===== src/rtl/uart_pkg.sv =====
// Shared UART definitions: FSM state encoding, parity codes and a constant clog2.
// Kept separate so the receiver can reuse the same encodings.
package uart_pkg;

    typedef enum logic [2:0] {
        ST_IDLE,
        ST_START,
        ST_DATA,
        ST_PARITY,
        ST_STOP
    } uart_state_e;

    localparam int unsigned PAR_NONE = 0;
    localparam int unsigned PAR_ODD  = 1;
    localparam int unsigned PAR_EVEN = 2;

    // Ceiling log2; clog2(1) = 0.
    function automatic int unsigned clog2(input int unsigned value);
        int unsigned v;
        int unsigned r;
        v = (value > 0) ? value - 1 : 0;
        r = 0;
        while (v > 0) begin
            r = r + 1;
            v = v >> 1;
        end
        return r;
    endfunction

endpackage


===== src/rtl/uart_tx_frame_if.sv =====
// Producer-side stream and line-status bundle for the UART transmitter.
interface uart_tx_frame_if #(
    parameter int unsigned DATA_WIDTH = 8
);
    logic                  s_valid;
    logic                  s_ready;
    logic [DATA_WIDTH-1:0] s_data;
    logic                  tx;
    logic                  tx_busy;
    logic                  tx_done;

    modport master (
        output s_valid, s_data,
        input  s_ready, tx, tx_busy, tx_done
    );

    modport slave (
        input  s_valid, s_data,
        output s_ready, tx, tx_busy, tx_done
    );
endinterface


===== src/rtl/uart_baud_gen.sv =====
// Oversampling tick generator: one s_tick every CLK_FREQ/(BAUD_RATE*OVERSAMPLE) clocks.
// clr restarts the period so the first tick lands a full period later.
module uart_baud_gen
    import uart_pkg::*;
#(
    parameter int unsigned CLK_FREQ   = 50_000_000,
    parameter int unsigned BAUD_RATE  = 9600,
    parameter int unsigned OVERSAMPLE = 16
) (
    input  logic clk,
    input  logic rst,
    input  logic clr,
    output logic s_tick
);

    localparam int unsigned TICK_DIV = CLK_FREQ / (BAUD_RATE * OVERSAMPLE);
    localparam int unsigned CNT_W    = (clog2(TICK_DIV) > 0) ? clog2(TICK_DIV) : 1;
    localparam logic [CNT_W-1:0] CNT_LAST = CNT_W'(TICK_DIV - 1);

    logic [CNT_W-1:0] cnt_q;
    logic [CNT_W-1:0] cnt_d;

    always_comb begin
        cnt_d = cnt_q + CNT_W'(1);
        if (clr || (cnt_q == CNT_LAST)) begin
            cnt_d = '0;
        end
    end

    // s_tick is a registered copy of "counter at its last value", aligned with cnt_q.
    always_ff @(posedge clk) begin
        if (rst) begin
            cnt_q  <= '0;
            s_tick <= 1'b0;
        end else begin
            cnt_q  <= cnt_d;
            s_tick <= (cnt_d == CNT_LAST);
        end
    end

endmodule


===== src/rtl/uart_tx_frame.sv =====
// UART transmitter with one-word holding register, configurable stop bits and parity.
// Frames run back to back when a word is waiting at the end of the stop period.
module uart_tx_frame
    import uart_pkg::*;
#(
    parameter int unsigned DATA_WIDTH = 8,
    parameter int unsigned CLK_FREQ   = 50_000_000,
    parameter int unsigned BAUD_RATE  = 9600,
    parameter int unsigned OVERSAMPLE = 16,
    parameter int unsigned STOP_BIT   = 1,
    parameter int unsigned PARITY     = 0
) (
    input  logic            clk,
    input  logic            rst,
    uart_tx_frame_if.slave  bus
);

    localparam int unsigned TICK_DIV = CLK_FREQ / (BAUD_RATE * OVERSAMPLE);
    localparam int unsigned BIT_W    = clog2(DATA_WIDTH);
    localparam int unsigned TICK_W   = clog2(OVERSAMPLE * 2);
    localparam logic [TICK_W-1:0] BIT_LAST  = TICK_W'(OVERSAMPLE - 1);
    localparam logic [TICK_W-1:0] STOP_LAST = TICK_W'(STOP_BIT * OVERSAMPLE - 1);
    localparam logic [BIT_W-1:0]  DATA_LAST = BIT_W'(DATA_WIDTH - 1);

    if ((DATA_WIDTH < 5) || (DATA_WIDTH > 9) || (STOP_BIT < 1) || (STOP_BIT > 2) ||
        (PARITY > PAR_EVEN) || (OVERSAMPLE < 1) || (TICK_DIV < 1)) begin : g_bad_params
        $error("uart_tx_frame: illegal parameter combination");
    end

    uart_state_e             state_q;
    uart_state_e             state_d;
    logic [TICK_W-1:0]       tick_q;
    logic [TICK_W-1:0]       tick_d;
    logic [BIT_W-1:0]        bit_q;
    logic [BIT_W-1:0]        bit_d;
    logic [DATA_WIDTH-1:0]   shift_q;
    logic [DATA_WIDTH-1:0]   shift_d;
    logic [DATA_WIDTH-1:0]   hold_q;
    logic [DATA_WIDTH-1:0]   hold_d;
    logic                    hold_full_q;
    logic                    hold_full_d;
    logic                    par_q;
    logic                    par_d;
    logic                    tx_q;
    logic                    tx_d;
    logic                    busy_q;
    logic                    ready_q;
    logic                    load_shift;
    logic                    clr;
    logic                    done_c;
    logic                    s_tick;

    uart_baud_gen #(
        .CLK_FREQ   (CLK_FREQ),
        .BAUD_RATE  (BAUD_RATE),
        .OVERSAMPLE (OVERSAMPLE)
    ) u_baud (
        .clk    (clk),
        .rst    (rst),
        .clr    (clr),
        .s_tick (s_tick)
    );

    always_ff @(posedge clk) begin
        if (rst) begin
            state_q <= ST_IDLE;
        end else begin
            state_q <= state_d;
        end
    end

    always_comb begin
        state_d     = state_q;
        tick_d      = tick_q;
        bit_d       = bit_q;
        shift_d     = shift_q;
        hold_d      = hold_q;
        hold_full_d = hold_full_q;
        par_d       = par_q;
        load_shift  = 1'b0;
        clr         = 1'b0;
        done_c      = 1'b0;
        tx_d        = 1'b1;

        if (bus.s_valid && ready_q) begin
            hold_d      = bus.s_data;
            hold_full_d = 1'b1;
        end

        unique case (state_q)
            ST_IDLE: begin
                if (hold_full_q) begin
                    load_shift = 1'b1;
                end
            end
            ST_START: begin
                if (s_tick) begin
                    if (tick_q == BIT_LAST) begin
                        tick_d  = '0;
                        state_d = ST_DATA;
                    end else begin
                        tick_d = tick_q + TICK_W'(1);
                    end
                end
            end
            ST_DATA: begin
                if (s_tick) begin
                    if (tick_q == BIT_LAST) begin
                        tick_d  = '0;
                        shift_d = shift_q >> 1;
                        if (bit_q == DATA_LAST) begin
                            bit_d   = '0;
                            state_d = (PARITY != PAR_NONE) ? ST_PARITY : ST_STOP;
                        end else begin
                            bit_d = bit_q + BIT_W'(1);
                        end
                    end else begin
                        tick_d = tick_q + TICK_W'(1);
                    end
                end
            end
            ST_PARITY: begin
                if (s_tick) begin
                    if (tick_q == BIT_LAST) begin
                        tick_d  = '0;
                        state_d = ST_STOP;
                    end else begin
                        tick_d = tick_q + TICK_W'(1);
                    end
                end
            end
            ST_STOP: begin
                if (s_tick) begin
                    if (tick_q == STOP_LAST) begin
                        tick_d = '0;
                        done_c = 1'b1;
                        if (hold_full_q) begin
                            load_shift = 1'b1;
                        end else begin
                            state_d = ST_IDLE;
                        end
                    end else begin
                        tick_d = tick_q + TICK_W'(1);
                    end
                end
            end
            default: begin
                state_d = ST_IDLE;
            end
        endcase

        // Copy hold into the shifter; s_ready is low whenever hold is full, so no load collides.
        if (load_shift) begin
            state_d     = ST_START;
            shift_d     = hold_q;
            par_d       = (PARITY == PAR_EVEN) ? (^hold_q) : (~^hold_q);
            hold_full_d = 1'b0;
            clr         = 1'b1;
        end

        unique case (state_d)
            ST_START:  tx_d = 1'b0;
            ST_DATA:   tx_d = shift_d[0];
            ST_PARITY: tx_d = par_q;
            default:   tx_d = 1'b1;
        endcase
    end

    always_ff @(posedge clk) begin
        if (rst) begin
            tick_q      <= '0;
            bit_q       <= '0;
            shift_q     <= '0;
            hold_q      <= '0;
            hold_full_q <= 1'b0;
            par_q       <= 1'b0;
            tx_q        <= 1'b1;
            busy_q      <= 1'b0;
            ready_q     <= 1'b1;
        end else begin
            tick_q      <= tick_d;
            bit_q       <= bit_d;
            shift_q     <= shift_d;
            hold_q      <= hold_d;
            hold_full_q <= hold_full_d;
            par_q       <= par_d;
            tx_q        <= tx_d;
            busy_q      <= (state_d != ST_IDLE);
            ready_q     <= !hold_full_d;
        end
    end

    // tx_done decodes registered state only: high for the last cycle of the final stop bit.
    assign bus.s_ready = ready_q;
    assign bus.tx      = tx_q;
    assign bus.tx_busy = busy_q;
    assign bus.tx_done = done_c;

endmodule


===== src/flat_wrapper.sv =====
// flat-port wrapper written by rule: the top's interface ports become plain ports
module uart_tx_frame_flat import uart_pkg::*;
#(
    parameter int unsigned DATA_WIDTH = 8,
    parameter int unsigned CLK_FREQ   = 50_000_000,
    parameter int unsigned BAUD_RATE  = 9600,
    parameter int unsigned OVERSAMPLE = 16,
    parameter int unsigned STOP_BIT   = 1,
    parameter int unsigned PARITY     = 0
)
  (clk, rst, bus_s_valid, bus_s_data, bus_s_ready, bus_tx, bus_tx_busy, bus_tx_done);
  uart_tx_frame_if #(.DATA_WIDTH(DATA_WIDTH)) bus_i ();
  input  logic clk;
  input  logic rst;
  input wire logic [$bits(bus_i.s_valid)-1:0] bus_s_valid;
  input wire logic [$bits(bus_i.s_data)-1:0] bus_s_data;
  output wire logic [$bits(bus_i.s_ready)-1:0] bus_s_ready;
  output wire logic [$bits(bus_i.tx)-1:0] bus_tx;
  output wire logic [$bits(bus_i.tx_busy)-1:0] bus_tx_busy;
  output wire logic [$bits(bus_i.tx_done)-1:0] bus_tx_done;
  assign bus_i.s_valid = bus_s_valid;
  assign bus_i.s_data = bus_s_data;
  assign bus_s_ready = bus_i.s_ready;
  assign bus_tx = bus_i.tx;
  assign bus_tx_busy = bus_i.tx_busy;
  assign bus_tx_done = bus_i.tx_done;
  uart_tx_frame #(.DATA_WIDTH(DATA_WIDTH), .CLK_FREQ(CLK_FREQ), .BAUD_RATE(BAUD_RATE), .OVERSAMPLE(OVERSAMPLE), .STOP_BIT(STOP_BIT), .PARITY(PARITY)) u_core (.clk(clk), .rst(rst), .bus(bus_i));
endmodule

===== config.mk =====
export PLATFORM = sky130hd
export DESIGN_NAME = uart_tx_frame_flat
export DESIGN_NICKNAME = d
export VERILOG_FILES = /design/src/rtl/uart_pkg.sv /design/src/rtl/uart_tx_frame_if.sv /design/src/rtl/uart_baud_gen.sv /design/src/rtl/uart_tx_frame.sv /design/src/flat_wrapper.sv
export SDC_FILE = /design/constraint.sdc
export NUM_CORES = 1
export LEC_CHECK = 0
export CAP_MARGIN = 20
export CORE_ASPECT_RATIO = 1.2
export CORE_MARGIN = 1
export CORE_UTILIZATION = 64
export CTS_BUF_LIST = sky130_fd_sc_hd__clkbuf_4
export CTS_CLUSTER_SIZE = 25
export DETAILED_ROUTE_END_ITERATION = 8
export PLACE_DENSITY_LB_ADDON = 0.12
export SYNTH_ARGS = -nofsm -noshare
export SYNTH_HDL_FRONTEND = slang
export SYNTH_SLANG_ARGS = --single-unit

===== constraint.sdc =====
create_clock -name clk -period 3.9 [get_ports clk]
set_input_delay 0.78 -clock clk [delete_from_list [all_inputs] [get_ports clk]]
set_output_delay 0.78 -clock clk [all_outputs]
set_load 0.005 [all_outputs]

# Word-level counts from Yosys, hierarchy flattened

Index checks and enable logic that the tools add are counted.

Add/subtract/negate cells: 3
$mul: 0
Divide/modulo/power cells: 0
Order comparisons: 0
Equality and inequality tests: 11
Shift-type cells: 0
Multiplexer cells: 30
Bitwise logic cells: 0
Reduce and logical (&&, ||, !) cells: 13

Operators with widths:

| cell                                                | count |
|---|---|
| two-way mux 3 bit                                   | 12 |
| two-way mux 8 bit                                   | 4 |
| equality test 9 bit, second input constant          | 2 |
| one-hot mux 3 bit (5 select lines)                  | 1 |
| equality test 3 x 2 -> 1 bit, second input constant | 4 |
| adder 9 x 1 -> 9 bit, second input constant         | 1 |
| two-way mux 1 bit                                   | 9 |
| two-way mux 9 bit                                   | 1 |
| XNOR reduction 8 bit                                | 1 |
| equality test 3 x 1 -> 1 bit, second input constant | 2 |
| equality test 3 bit, second input constant          | 2 |
| AND reduction 3 bit                                 | 2 |
| nonzero test 2 bit                                  | 3 |
| adder 5 x 1 -> 5 bit, second input constant         | 1 |
| equality test 5 x 4 -> 1 bit, second input constant | 1 |
| two-way mux 5 bit                                   | 1 |
| OR reduction 4 bit                                  | 1 |
| adder 3 x 1 -> 3 bit, second input constant         | 1 |
| logical NOT 3 bit                                   | 1 |
| one-hot mux 1 bit (3 select lines)                  | 1 |
| nonzero test 3 bit                                  | 1 |
| one-hot mux 1 bit (2 select lines)                  | 1 |
| AND reduction 2 bit                                 | 1 |
| logical AND 1 bit                                   | 1 |
| other kinds (2)                                     | 2 |

Bits in registers: 42
Bits in latches: 0
Memory bits (writable): 0
Memory bits (read-only): 0
Input bits: 11
Output and inout port bits: 4
Word-level logic and storage cells: 70
Memories kept: 0

# Depth between registers and ports, before layout

Gate-level depths: netlist of the first run.

Word-level depth: 8
Depth in mapped cells: 7
Gate-level depth less buffers: 6

# Cells and area by module

A second synthesis of the first run with hierarchy kept.

Cells, all modules: 219
Area, all modules: 1931.9 sq um

By module, submodules not included:

| module        | times used | cells each | area an instance (sq um) | seq. area each (sq um) |
|---|---|---|---|---|
| uart_tx_frame | 1          | 160        | 1431.4                   | 640.6 |
| uart_baud_gen | 1          | 59         | 500.5                    | 200.2 |

# Worst setup path after synthesis of the first run

Ideal clock, no wire load.

Kind: register to register
Start: reg u_core.tick_q[0]
End: reg u_core.u_baud.s_tick
Setup time: 0.088 ns
Data arrival time: 1.888 ns
Data required time: 3.812 ns
Setup slack: 1.925 ns
Stages on the path, launching flop included: 8
Path buffers: 2
Clock period less this slack: 1.975 ns
Path through: dfxtp_1 > ha_1 > and4b_1 > buf_6 > a41oi_4 > or3b_1 > buf_6 > nor4_4

Longest elaborated chain between the ends: 8

Ends and longest elaborated chain:

| item                               | line                 | RTL |
|---|---|---|
| start, declared                    | uart_tx_frame.sv:32  | `logic [TICK_W-1:0] tick_q;` |
| start signal, assigned             | uart_tx_frame.sv:181 | `tick_q <= tick_d;` |
| equality test 5 x 4 -> 1 bit       | uart_tx_frame.sv:134 | `if (tick_q == STOP_LAST) begin` |
| two-way mux 1 bit                  | uart_tx_frame.sv:134 |  |
| two-way mux 1 bit                  | uart_tx_frame.sv:133 | `if (s_tick) begin` |
| one-hot mux 1 bit (2 select lines) | uart_tx_frame.sv:90  | `unique case (state_q)` |
| two-way mux 1 bit                  | uart_tx_frame.sv:153 | `if (load_shift) begin` |
| logical OR 1 bit                   | uart_baud_gen.sv:25  | `if (clr \|\| (cnt_q == CNT_LAST)) begin` |
| two-way mux 9 bit                  | uart_baud_gen.sv:25  |  |
| equality test 9 bit                | uart_baud_gen.sv:37  | `s_tick <= (cnt_d == CNT_LAST);` |
| end signal, assigned               | uart_baud_gen.sv:37  |  |
| end, declared                      | uart_baud_gen.sv:13  | `output logic s_tick` |

Every way passes these cells.
A chain may end at the register's enable or synchronous reset.

# Worst setup path after layout of the first run

Start: reg u_core.tick_q[0]
End: out bus_tx_done

Longest elaborated chain between the ends: 4

Ends and longest elaborated chain:

| item                         | line                 | RTL |
|---|---|---|
| equality test 5 x 4 -> 1 bit | uart_tx_frame.sv:134 |  |
| two-way mux 1 bit            | uart_tx_frame.sv:134 |  |
| two-way mux 1 bit            | uart_tx_frame.sv:133 |  |
| two-way mux 1 bit            | uart_tx_frame.sv:90  |  |
| end, declared                | flat_wrapper.sv:20   | `output wire logic [$bits(bus_i.tx_done)-1:0] bus_tx_done;` |

Every way passes these cells.

==> Flow_metrics.wiki, run 1 <==
{| class="wikitable"
! Metric !! Value
|-
| Type of the setup path with the least slack || flop to output port
|-
| Post-synthesis register bit count || 42
|-
| Vias per inst || 6.09
|-
| Die Footprint || 3330 um2
|-
| Worst slew margin || 0.559
|-
| Drt total wl || about 3.7 mm
|-
| Busiest metal layer after global routing || met2
|-
| Fraction of registers with async set or reset after synthesis || 0
|-
| Minimum clock period || 2.87 ns
|-
| Bufs and invs on worst path || 1
|-
| Share of Yosys cell area claimed by the top area cell type || 0.423
|-
| Measured slew at the worst slew-check pin || 0.660 ns
|-
| Final setup vio count || 0
|-
| Number of sinks driven by the clock tree || 42
|-
| TritonCTS clock tree || built
|-
| Cell Count Post-Placement || ~260
|-
| Maximum frequency from static timing analysis || ~350 MHz
|-
| Maximum clock skew at final layout || between 0.01 and 0.015 ns
|-
| Most instantiated library cell after synthesis || dfxtp_1
|-
| Synth top cells by count || 42 x dfxtp_1, 25 x nor2_1, 16 x nand2_1
|-
| Startpoint type of the worst setup path || flop
|-
| Cts-stage hold buffer count || 0
|-
| Endpoint with the worst hold slack || u_core.bit_q[0]$_SDFFE_PP0P_
|-
| Clk Tree Root Cell || clkbuf_4
|-
| Met3 Use GR || 0.0725
|-
| Register-to-register path setup slack || 1.48 ns
|-
| Global placement routability congestion || 0.852
|-
| Post-CTS Setup Repair Bufs || 0
|-
| Top Family by Delay on Critical Path || simple AND/OR/NAND/NOR gates
|-
| Endpoint kind of the worst setup timing path || output port
|-
| Count of maximum capacitance violations || 0
|-
| Post-route insts no fill || around 260
|-
| Reg2Reg Depth || 5
|-
| Sequential area share after synthesis || 0.423
|-
| Per-instance average area after synthesis || 8.96 um2
|-
| Die Height || ~63 um
|-
| Result of the run || finished, final reports clean
|-
| Total power after layout || 798 uW
|-
| Number of failing hold endpoints at the final stage || 0
|-
| Clock network fraction of design power || 0.266
|-
| Crit path arrival time || 2.09 ns
|-
| Library cells used by synthesis || 46
|-
| Hold Worst Slack || 0.481 ns
|-
| Prevailing post-synth register cell || dfxtp_1
|-
| CTS resizes || 0
|-
| Syn Nets || 238
|-
| Detailed Place HPWL || 2.62 mm
|-
| Worst stage delay on the critical path || 0.50 ns
|-
| Multi-input logic area || 1050 um2
|-
| Clock latency reported for the late side of the worst-skew pair || 0.36 ns
|-
| Number of placement rows || 21
|-
| Instance count of the mapped netlist || 222
|-
| Die boundary width || 52.9 um
|-
| Grt total ovfl || 0
|-
| Crit path max-delay cell type || clkdlybuf4s50_1
|-
| NetSw || 214 uW
|-
| Number of remaining DRC errors || 0
|-
| Power per cell area || 370 nW/um2
|-
| Setup repair after global routing missed its margin || false
|-
| Hold Crit Start || u_core.bit_q[0]$_SDFFE_PP0P_
|-
| Ports || 15
|-
| Critical path fanouts, max || 6
|-
| Flop pwr share || 0.598
|-
| Maximum number of pins on one net before global-route repair || 34
|-
| Antenna violations before repair || 0
|-
| Post-CTS clock slew at the launch and capture registers of the worst setup and hold paths || 0.13 ns
|-
| Starting density of the core || 0.694
|-
| Power share of the combinational group || 0.136
|-
| Final #Nets || 245
|-
| H-tree level count || 2
|-
| DR vias || 1609
|-
| Grt met2 use || 0.397
|-
| Routed length per instance || approximately 14 um
|-
| Share of cells above drive strength 1 || 0.0522
|-
| Most area-consuming cells after synthesis || dfxtp_1 42%, mux2i_1 5.0%, nor2_1 4.7%
|-
| Post-synth EDFFs || 0
|-
| Worst vdd ir || 0.302 mV
|-
| Antenna diode count || 0
|-
| Clock buffer count from CTS || 5
|-
| M1 GR Usage || 0.314
|-
| Drt first pass iters || 4
|-
| Launch point of the worst reg-to-reg path || u_core.tick_q[0]$_SDFFE_PP0P_
|-
| Number of filler cells placed in the layout || 222
|-
| Cell depth of the worst min-delay path || 2
|-
| Final setup TNS || 0 ns
|-
| Longest Clk Path Bufs || 2
|-
| Capture instance of the worst register-to-register path || u_core.bit_q[1]$_SDFFE_PP0P_
|-
| DRT iter0 DRCs || 53
|-
| Synth warnings || 0
|-
| Remaining antenna violation count || 0
|-
| Worst min-delay path category || flop to flop
|-
| Vias in the first global route || 1475
|-
| Sequential cell area || between 800 and 900 um2
|-
| Leakage power || between 0.8 and 0.9 nW
|-
| Tcrit/Tclk final || 0.736
|-
| Internal || ~580 uW
|-
| Synthesized cell area || 1990 um2
|-
| Layout Area Growth over Synthesis || 8.56%
|-
| Core outline area || 2860 um2
|-
| Worst path required time || 3.12 ns
|-
| Number of port buffers || 14
|-
| Global-route wire length before repair || approximately 6.4 mm
|-
| Final-report max-slew violation count || 0
|-
| Worst path cell trace || ha_1, and4b_1, nand2_1, nor2_1, clkdlybuf4s50_1
|-
| Cell taking the most area after synthesis || dfxtp_1
|-
| Switching power share of the total || 0.269
|-
| Combined global-route utilization of all metal layers || 0.252
|}
cell usage in the layout, fill, tap and decap left out, types with 4 or more instances in the layout:
master and count:
a211oi_1 10, nor2_1 25, clkbuf_4 6, xor2_1 5, ha_1 5, or3_1 4
dfxtp_1 42, o21ai_0 5, nand2_1 16, clkdlybuf4s50_1 14, a21oi_1 15, and3_1 4
xnor2_1 10, mux2i_1 10, nand3_1 15, inv_1 7
worst max path at each step:
stage | startpoint | endpoint | cells after the start
floorplan | u_core.tick_q[0]$_SDFFE_PP0P_ | u_core.u_baud.s_tick$_SDFF_PP0_ | 7
global placement | u_core.tick_q[0]$_SDFFE_PP0P_ | bus_tx_done | 5
detailed placement | u_core.tick_q[0]$_SDFFE_PP0P_ | bus_tx_done | 5
CTS | u_core.tick_q[0]$_SDFFE_PP0P_ | bus_tx_done | 5
global route | u_core.tick_q[1]$_SDFFE_PP0P_ | bus_tx_done | 5
finish | u_core.tick_q[0]$_SDFFE_PP0P_ | bus_tx_done | 5
cell families after synthesis:
kind of cell,share of synthesized area
compound gates,0.149
xor+xnor,0.0661
fa+ha+maj,0.0315
buf+inv,0.0503
flops,0.423
mux,0.0503
simple gates,0.230
per-layer routing:
layer | vias up | part of all wire
li1 | 805 | -
met3 | 6 | 0.044
met2 | 52 | 0.50
met5 | - | 0
met4 | 0 | 0.016
met1 | 746 | 0.44
metrics by stage:
step | cell area [um2] | util | worst slack (ns)
3_3_place_gp | 2100 | 0.735 | 1.51
3_5_place_dp | 2100 | 0.735 | 1.43
5_1_grt | 2160 | 0.754 | 0.892
4_1_cts | 2160 | 0.754 | 1.01
2_1_floorplan | 1990 | - | 1.92
6_report | 2160 | 0.754 | 1.03
registers in the layout (all words and copies together) (netlist names):
signal,count
u_core.u_baud.cnt_q,9
u_core.hold_q,8
u_core.shift_q,8
u_core.tick_q,5
u_core.bit_q,3
u_core.state_q,3
u_core.bus.s_ready,1
u_core.bus.tx,1
u_core.bus.tx_busy,1
u_core.hold_full_q,1
u_core.par_q,1
u_core.u_baud.s_tick,1
power by group through the flow:
stage	clock network [mW]	registers [mW]	logic [mW]
after floorplan	0	0.477	0.0840
after global placement	0	0.485	0.103
after detailed placement	0	0.486	0.109
after CTS	0.217	0.477	0.109
after global routing	0.234	0.480	0.123
final	0.212	0.477	0.108
tightest hold or removal path, cell delays in order (launching register included):
cell	delay, ns
dfxtp_1	0.34
nand2_1	0.05
a21oi_1	0.05
area by class of cell:
| type | count | area share |
|---|---|---|
| Multi-Input combinational cell | 158 | 0.485 |
| Timing Repair Buffer | 15 | 0.0684 |
| Inverter | 7 | 0.0122 |
| Clock buffer | 6 | 0.0209 |
| Clock inverter | 2 | 0.00406 |
| Tap cell | 34 | 0.0197 |
| Sequential cell | 42 | 0.390 |
Note: power is estimated with default switching activity, not from simulation.
==> run 2: changes to the inputs <==
--- a/config.mk
+++ b/config.mk
@@ -8,7 +8,7 @@
 export CAP_MARGIN = 20
 export CORE_ASPECT_RATIO = 1.2
 export CORE_MARGIN = 1
-export CORE_UTILIZATION = 64
+export CORE_UTILIZATION = 54
 export CTS_BUF_LIST = sky130_fd_sc_hd__clkbuf_4
 export CTS_CLUSTER_SIZE = 25
 export DETAILED_ROUTE_END_ITERATION = 8
==> constraint.sdc (replaced) <==
create_clock -name clk -period 2.4 [get_ports clk]
set_input_delay 0.48 -clock clk [delete_from_list [all_inputs] [get_ports clk]]
set_output_delay 0.48 -clock clk [all_outputs]
set_load 0.005 [all_outputs]
==> Flow_metrics.wiki, run 2 (synthesized netlist as in run 1, its figures left out) <==
{| class="wikitable"
! Metric !! Value
|-
| Result of the run || finished with violations (was finished, final reports clean)
|-
| Failing checks || DRC
|-
| Final #Nets || 251 (was 245)
|-
| Core outline area || 3420 um2 (was 2860 um2)
|-
| Layout Area Growth over Synthesis || 13.3% (was 8.56%)
|-
| Longest Clk Path Bufs || 2 (unchanged)
|-
| Post-route cell area || 2250 um2 (was 2160 um2)
|-
| Leading cell type in the layout, fill and taps excluded || dfxtp_1 (unchanged)
|-
| Flop pwr share || 0.549 (was 0.598)
|-
| Maximum clock skew at final layout || 0.0150 ns (was 0.0125 ns)
|-
| Number of failing hold endpoints at the final stage || 0 (unchanged)
|-
| DR vias || 1619 (was 1609)
|-
| Setup repair after global routing missed its margin || false (unchanged)
|-
| Switching power share of the total || 0.240 (was 0.269)
|-
| Number of port buffers || 14 (unchanged)
|-
| Highest-count cells in the layout ignoring fill and taps || 40 x dfxtp_1, 25 x nor2_1, 16 x nand2_1, 15 x nand3_1, 15 x a21oi_1 (was 42 x dfxtp_1, 25 x nor2_1, 16 x nand2_1, 15 x nand3_1, 15 x a21oi_1)
|-
| Remaining antenna violation count || 0 (unchanged)
|-
| Worst vdd ir || 0.521 mV (was 0.302 mV)
|-
| Number of placement rows || 23 (was 21)
|-
| Count of maximum capacitance violations || 0 (unchanged)
|-
| Power per cell area || 625 nW/um2 (was 370 nW/um2)
|-
| Detailed Place HPWL || 2.71 mm (was 2.62 mm)
|-
| Minimum clock period || roughly 2.3 ns
|-
| Die Height || 68.5 um (was 63.1 um)
|-
| Internal || 1.07 mW (was 583 uW)
|-
| Dpl cell area || 2130 um2 (was 2100 um2)
|-
| Antenna violations before repair || 0 (unchanged)
|-
| Die boundary width || 57.4 um (was 52.9 um)
|-
| Endpoint kind of the worst setup timing path || output port (unchanged)
|-
| Power share of the combinational group || 0.126 (was 0.136)
|-
| Global-route wire length before repair || 6.65 mm (was 6.35 mm)
|-
| Measured slew at the worst slew-check pin || 0.519 ns (was 0.660 ns)
|-
| Cts-stage hold buffer count || 0 (unchanged)
|-
| Final setup TNS || 0 ns (unchanged)
|-
| Leakage power || 0.861 nW (was 0.819 nW)
|-
| Worst slew margin || 0.649 (was 0.559)
|-
| Critical path fanouts, max || 11 (was 6)
|-
| Final-report max-slew violation count || 0 (unchanged)
|-
| Vias in the first global route || 1543 (was 1475)
|-
| Global placement routability congestion || 0.907 (was 0.852)
|-
| DRT iter0 DRCs || 79 (was 53)
|-
| TritonCTS clock tree || built (unchanged)
|-
| Number of flip-flops in the largest register || 9 (unchanged)
|-
| Top register by number of flip-flops || u_core.u_baud.cnt_q (unchanged)
|-
| Largest registers || u_core.u_baud.cnt_q: 9 flops, u_core.hold_q: 8 flops, u_core.shift_q: 8 flops (unchanged)
|-
| Clock latency reported for the late side of the worst-skew pair || 0.35 ns (was 0.36 ns)
|-
| Number of remaining DRC errors || 2 (was 0)
|-
| H-tree level count || 2 (unchanged)
|-
| Tcrit/Tclk final || 0.953
|-
| Startpoint type of the worst setup path || flop (unchanged)
|-
| Ports || 15 (unchanged)
|-
| Maximum frequency from static timing analysis || 437 MHz
|-
| Clock buffer count from CTS || 5 (unchanged)
|-
| Drt first pass iters || 6 (was 4)
|-
| Final setup vio count || 0 (unchanged)
|-
| Final worst slack || 0.114 ns (was 1.03 ns)
|-
| Number of sinks driven by the clock tree || 42 (unchanged)
|-
| Clk Tree Root Cell || clkbuf_4 (unchanged)
|-
| Type of the setup path with the least slack || flop to output port (unchanged)
|-
| Routed length per instance || 13.9 um (was 14.1 um)
|-
| Worst min-delay path category || flop to flop (unchanged)
|-
| Die Footprint || 3930 um2 (was 3330 um2)
|-
| Worst path required time || 1.92 ns (was 3.12 ns)
|-
| Vias per inst || 5.93 (was 6.09)
|-
| Post-CTS clock slew at the launch and capture registers of the worst setup and hold paths || 0.12 ns (was 0.13 ns)
|-
| Combined global-route utilization of all metal layers || 0.220 (was 0.252)
|-
| Antenna diode count || 0 (unchanged)
|-
| Clock network fraction of design power || 0.326 (was 0.266)
|-
| Starting density of the core || 0.581 (was 0.694)
|-
| Grt total ovfl || 0 (unchanged)
|-
| Post-placement worst setup slack || 0.316 ns (was 1.43 ns)
|-
| Drt total wl || 3.79 mm (was 3.73 mm)
|-
| NetSw || 339 uW (was 214 uW)
|-
| Hold Worst Slack || 0.470 ns (was 0.481 ns)
|-
| Crit path arrival time || 1.81 ns (was 2.09 ns)
|-
| Maximum number of pins on one net before global-route repair || 33 (was 34)
|-
| Share of cells above drive strength 1 || 0.0932 (was 0.0522)
|}
## run 2: cell types whose count changed in the layout (fill, tap and decap cells not counted)
cell	previous run	this run
buf_4	1	7
bufinv_16	0	1
clkbuf_4	6	7
clkinv_1	1	0
clkinv_2	1	0
dfxtp_1	42	40
dfxtp_2	0	1
dfxtp_4	0	1
ha_1	5	4
ha_4	0	1
## run 2: worst paths after layout
path                                       from                              end  slack [ns]  cells after the start
setup / recovery   u_core.state_q[0]$_SDFF_PP0_                      bus_tx_done        0.11                      4
hold / removal     u_core.bit_q[1]$_SDFFE_PP0P_     u_core.bit_q[1]$_SDFFE_PP0P_        0.47                      2
setup reg to reg  u_core.tick_q[0]$_SDFFE_PP0P_  u_core.u_baud.s_tick$_SDFF_PP0_        0.26                      7
hold reg to reg    u_core.bit_q[1]$_SDFFE_PP0P_     u_core.bit_q[1]$_SDFFE_PP0P_        0.47                      2
## run 2: power groups by stage
| stage | sequential [mW] | clock [mW] | combinational (mW) |
|---|---|---|---|
| after floorplan | 0.775 | 0 | 0.137 |
| after global placement | 0.789 | 0 | 0.172 |
| after detailed placement | 0.790 | 0 | 0.177 |
| after CTS | 0.774 | 0.476 | 0.178 |
| after global routing | 0.781 | 0.500 | 0.201 |
| final | 0.773 | 0.459 | 0.177 |
## run 2: layout make-up
class,instances,area (um2)
fillers,314,1170
flip-flops and latches,42,846
inverters,7,26.3
clock buffers,7,52.6
clock inverters,1,30.0
multi-input cells,158,1060
repair buffers,21,193
well taps,37,46.3
## run 2: per-layer routing
metal,GRT usage,up-vias,part of all wire
met5,0,-,0
met4,0.101,0,0.017
met3,0.0605,8,0.046
met2,0.372,45,0.48
met1,0.259,744,0.46
li1,-,822,-
## run 2: worst max-delay path, cell delays in order (launching register included)
cell	delay, ns
dfxtp_1	0.42
nor2_1	0.35
nand2_1	0.10
nor2_1	0.09
clkdlybuf4s50_1	0.50
## run 2: per-stage QoR
step / util / total power, mW / std cells
after floorplan: - / 0.912 / 222
after global placement: 0.622 / 0.961 / 262
after detailed placement: 0.622 / 0.967 / 262
after CTS: 0.647 / 1.43 / 270
after global routing: 0.658 / 1.48 / 273
final: 0.658 / 1.41 / 273
## run 2: timing repair
| action | in CTS | in global routing |
|---|---|---|
| endpoints found under the setup margin | 1 | 1 |
| gates resized for setup | 1 | 4 |
| setup buffers | 0 | 3 |
==> run 3: changes to the inputs <==
--- a/config.mk
+++ b/config.mk
@@ -6,13 +6,14 @@
 export NUM_CORES = 1
 export LEC_CHECK = 0
 export CAP_MARGIN = 20
-export CORE_ASPECT_RATIO = 1.2
+export CORE_ASPECT_RATIO = 0.5
 export CORE_MARGIN = 1
 export CORE_UTILIZATION = 54
 export CTS_BUF_LIST = sky130_fd_sc_hd__clkbuf_4
 export CTS_CLUSTER_SIZE = 25
 export DETAILED_ROUTE_END_ITERATION = 8
 export PLACE_DENSITY_LB_ADDON = 0.12
+export SKIP_LAST_GASP = 1
 export SYNTH_ARGS = -nofsm -noshare
 export SYNTH_HDL_FRONTEND = slang
 export SYNTH_SLANG_ARGS = --single-unit
==> constraint.sdc (replaced) <==
create_clock -name clk -period 2.1 [get_ports clk]
set_input_delay 0.42 -clock clk [delete_from_list [all_inputs] [get_ports clk]]
set_output_delay 0.42 -clock clk [all_outputs]
set_load 0.005 [all_outputs]
==> Flow_metrics.wiki, run 3 (synthesized netlist as in run 1, its figures left out) <==
{| class="wikitable"
! Metric !! Value
|-
| Result of the run || finished, final reports clean (was finished with violations)
|-
| Antenna violations before repair || 0 (unchanged)
|-
| Number of sinks driven by the clock tree || 42 (unchanged)
|-
| Endpoint with the worst hold slack || u_core.u_baud.cnt_q[0]$_SDFF_PP0_ (was u_core.bit_q[1]$_SDFFE_PP0P_)
|-
| Total power after layout || 1.50 mW (was 1.41 mW)
|-
| Worst path required time || 2.33 ns (was 1.92 ns)
|-
| Reg2Reg Depth || 6 (was 7)
|-
| H-tree level count || 2 (unchanged)
|-
| Power share of the combinational group || 0.150 (was 0.126)
|-
| Cts-stage hold buffer count || 0 (unchanged)
|-
| Leakage power || 0.869 nW (was 0.861 nW)
|-
| Clock network fraction of design power || 0.264 (was 0.326)
|-
| Clock latency reported for the late side of the worst-skew pair || 0.34 ns (was 0.35 ns)
|-
| Worst min-delay path category || flop to flop (unchanged)
|-
| Largest registers || u_core.u_baud.cnt_q: 9 flops, u_core.hold_q: 8 flops, u_core.shift_q: 8 flops (unchanged)
|-
| Routed length per instance || 13.2 um (was 13.9 um)
|-
| Final-report max-slew violation count || 0 (unchanged)
|-
| Tcrit/Tclk final || 0.925
|-
| Clk Tree Root Cell || clkbuf_4 (unchanged)
|-
| Number of port buffers || 14 (unchanged)
|-
| DRT iter0 DRCs || 79 (unchanged)
|-
| Flop pwr share || 0.586 (was 0.549)
|-
| Number of filler cells placed in the layout || 307 (was 314)
|-
| Worst slew margin || 0.617 (was 0.649)
|-
| Drt first pass iters || 4 (was 6)
|-
| Die boundary width || 87.8 um (was 57.4 um)
|-
| Global-route wire length before repair || 6.64 mm (was 6.65 mm)
|-
| Grt total ovfl || 0 (unchanged)
|-
| Starting density of the core || 0.573 (was 0.581)
|-
| Ports || 15 (unchanged)
|-
| Switching power share of the total || 0.259 (was 0.240)
|-
| Vias in the first global route || 1480 (was 1543)
|-
| Top register by number of flip-flops || u_core.u_baud.cnt_q (unchanged)
|-
| Drt total wl || 3.84 mm (was 3.79 mm)
|-
| Die Height || 44.9 um (was 68.5 um)
|-
| Power per cell area || 660 nW/um2 (was 625 nW/um2)
|-
| Minimum clock period || 1.94 ns
|-
| Vias per inst || 5.58 (was 5.93)
|-
| Layout Area Growth over Synthesis || 14.1% (was 13.3%)
|-
| DR vias || 1619 (unchanged)
|-
| Capture instance of the worst register-to-register path || u_core.bus.s_ready$_SDFF_PP1_ (was u_core.u_baud.s_tick$_SDFF_PP0_)
|-
| Leading cell type in the layout, fill and taps excluded || dfxtp_1 (unchanged)
|-
| Number of remaining DRC errors || 0 (was 2)
|-
| Maximum frequency from static timing analysis || 515 MHz
|-
| Launch point of the worst reg-to-reg path || u_core.tick_q[1]$_SDFFE_PP0P_ (was u_core.tick_q[0]$_SDFFE_PP0P_)
|-
| Cell depth of the worst min-delay path || 1 (was 2)
|-
| Internal || 1.11 mW (was 1.07 mW)
|-
| Remaining antenna violation count || 0 (unchanged)
|-
| Antenna diode count || 0 (unchanged)
|-
| Register-to-register path setup slack || 0.16 ns (was 0.26 ns)
|-
| Detailed Place HPWL || 2.81 mm (was 2.71 mm)
|-
| Hold Crit Start || u_core.u_baud.cnt_q[0]$_SDFF_PP0_ (was u_core.bit_q[1]$_SDFFE_PP0P_)
|-
| Maximum clock skew at final layout || 0.00285 ns (was 0.0150 ns)
|-
| Post-CTS clock slew at the launch and capture registers of the worst setup and hold paths || 0.11 ns (was 0.12 ns)
|-
| Die Footprint || 3940 um2 (was 3930 um2)
|-
| Highest-count cells in the layout ignoring fill and taps || 39 x dfxtp_1, 25 x nor2_1, 16 x nand2_1, 15 x nand3_1, 15 x a21oi_1 (was 40 x dfxtp_1, 25 x nor2_1, 16 x nand2_1, 15 x nand3_1, 15 x a21oi_1)
|-
| Number of failing hold endpoints at the final stage || 0 (unchanged)
|-
| Critical path fanouts, max || 5 (was 11)
|-
| Number of flip-flops in the largest register || 9 (unchanged)
|-
| Clock buffer count from CTS || 5 (unchanged)
|-
| Worst vdd ir || 0.283 mV (was 0.521 mV)
|-
| Number of placement rows || 15 (was 23)
|-
| Share of cells above drive strength 1 || 0.109 (was 0.0932)
|-
| NetSw || 388 uW (was 339 uW)
|-
| Measured slew at the worst slew-check pin || 0.570 ns (was 0.519 ns)
|-
| Setup repair after global routing missed its margin || false (unchanged)
|-
| Startpoint type of the worst setup path || flop (unchanged)
|-
| Final setup TNS || 0 ns (unchanged)
|-
| Endpoint kind of the worst setup timing path || flop (was output port)
|-
| Core outline area || 3470 um2 (was 3420 um2)
|-
| Type of the setup path with the least slack || flop to flop (was flop to output port)
|-
| Maximum number of pins on one net before global-route repair || 26 (was 33)
|-
| Longest Clk Path Bufs || 2 (unchanged)
|-
| Hold Worst Slack || 0.428 ns (was 0.470 ns)
|-
| Count of maximum capacitance violations || 0 (unchanged)
|-
| Combined global-route utilization of all metal layers || 0.222 (was 0.220)
|-
| Global placement routability congestion || 0.894 (was 0.907)
|-
| Final setup vio count || 0 (unchanged)
|-
| Crit path arrival time || 2.17 ns (was 1.81 ns)
|-
| Final #Nets || 255 (was 251)
|-
| TritonCTS clock tree || built (unchanged)
|}
## run 3: changes by cell type in the layout (fill, tap and decap cells not counted)
cell / delta
dlygate4sd2_1: +1
dfxtp_2: +2
clkdlybuf4s50_1: -1
dfxtp_4: -1
buf_4: +4
bufinv_16: -1
dfxtp_1: -1
## run 3: worst max-delay path, stage by stage (launching register included)
cell      delay [ns]
dfxtp_2         0.36
ha_4            0.16
and4b_1         0.18
buf_4           0.16
a21boi_0        0.48
nor2_1          0.12
or3_1           0.37
## run 3: how the worst max path moves through the flow
stage,start,endpoint
after floorplan,u_core.tick_q[0]$_SDFFE_PP0P_,u_core.u_baud.s_tick$_SDFF_PP0_
after global placement,u_core.tick_q[0]$_SDFFE_PP0P_,u_core.bus.s_ready$_SDFF_PP1_
after detailed placement,u_core.tick_q[0]$_SDFFE_PP0P_,u_core.bus.s_ready$_SDFF_PP1_
after CTS,u_core.u_baud.cnt_q[0]$_SDFF_PP0_,u_core.u_baud.s_tick$_SDFF_PP0_
after global routing,u_core.u_baud.cnt_q[0]$_SDFF_PP0_,u_core.u_baud.s_tick$_SDFF_PP0_
final,u_core.tick_q[1]$_SDFFE_PP0P_,u_core.bus.s_ready$_SDFF_PP1_
## run 3: final cells by class
| cell class | count | area, um2 | area share |
|---|---|---|---|
| Multi-Input combinational cell | 158 | 1060 | 0.467 |
| Sequential cell | 42 | 845 | 0.372 |
| Timing Repair Buffer | 25 | 221 | 0.0976 |
| Tap cell | 51 | 63.8 | 0.0281 |
| Clock buffer | 7 | 52.6 | 0.0232 |
| Inverter | 7 | 26.3 | 0.0116 |
## run 3: per-layer routing
metal | GRT usage | share of wire | up-vias
met4 | 0.0820 | 0.0081 | 0
met1 | 0.290 | 0.50 | 769
met3 | 0.0585 | 0.031 | 5
li1 | - | - | 825
met5 | 0 | 0 | -
met2 | 0.361 | 0.46 | 20
## run 3: power groups by stage
stage | clock, mW | sequential (mW) | combinational (mW)
after detailed placement | 0 | 0.894 | 0.227
after global placement | 0 | 0.893 | 0.220
final | 0.395 | 0.877 | 0.225
after global routing | 0.439 | 0.883 | 0.251
after CTS | 0.407 | 0.876 | 0.228
after floorplan | 0 | 0.886 | 0.156
## run 3: repair_timing
action / CTS / global route
buffers inserted: 1 / 0
endpoints found under the setup margin: 1 / 1
gates cloned: 0 / 0
resized for setup: 5 / 1
pin swaps: 1 / 1
## run 3: per-stage QoR
stage	setup slack, ns	cell area [um2]	std cells	utilization
floorplan	0.125	1990	222	-
global placement	0.121	2190	282	0.632
detailed placement	0.0638	2190	282	0.632
CTS	0.0651	2270	290	0.653
global route	0.0404	2270	290	0.653
finish	0.158	2270	290	0.653
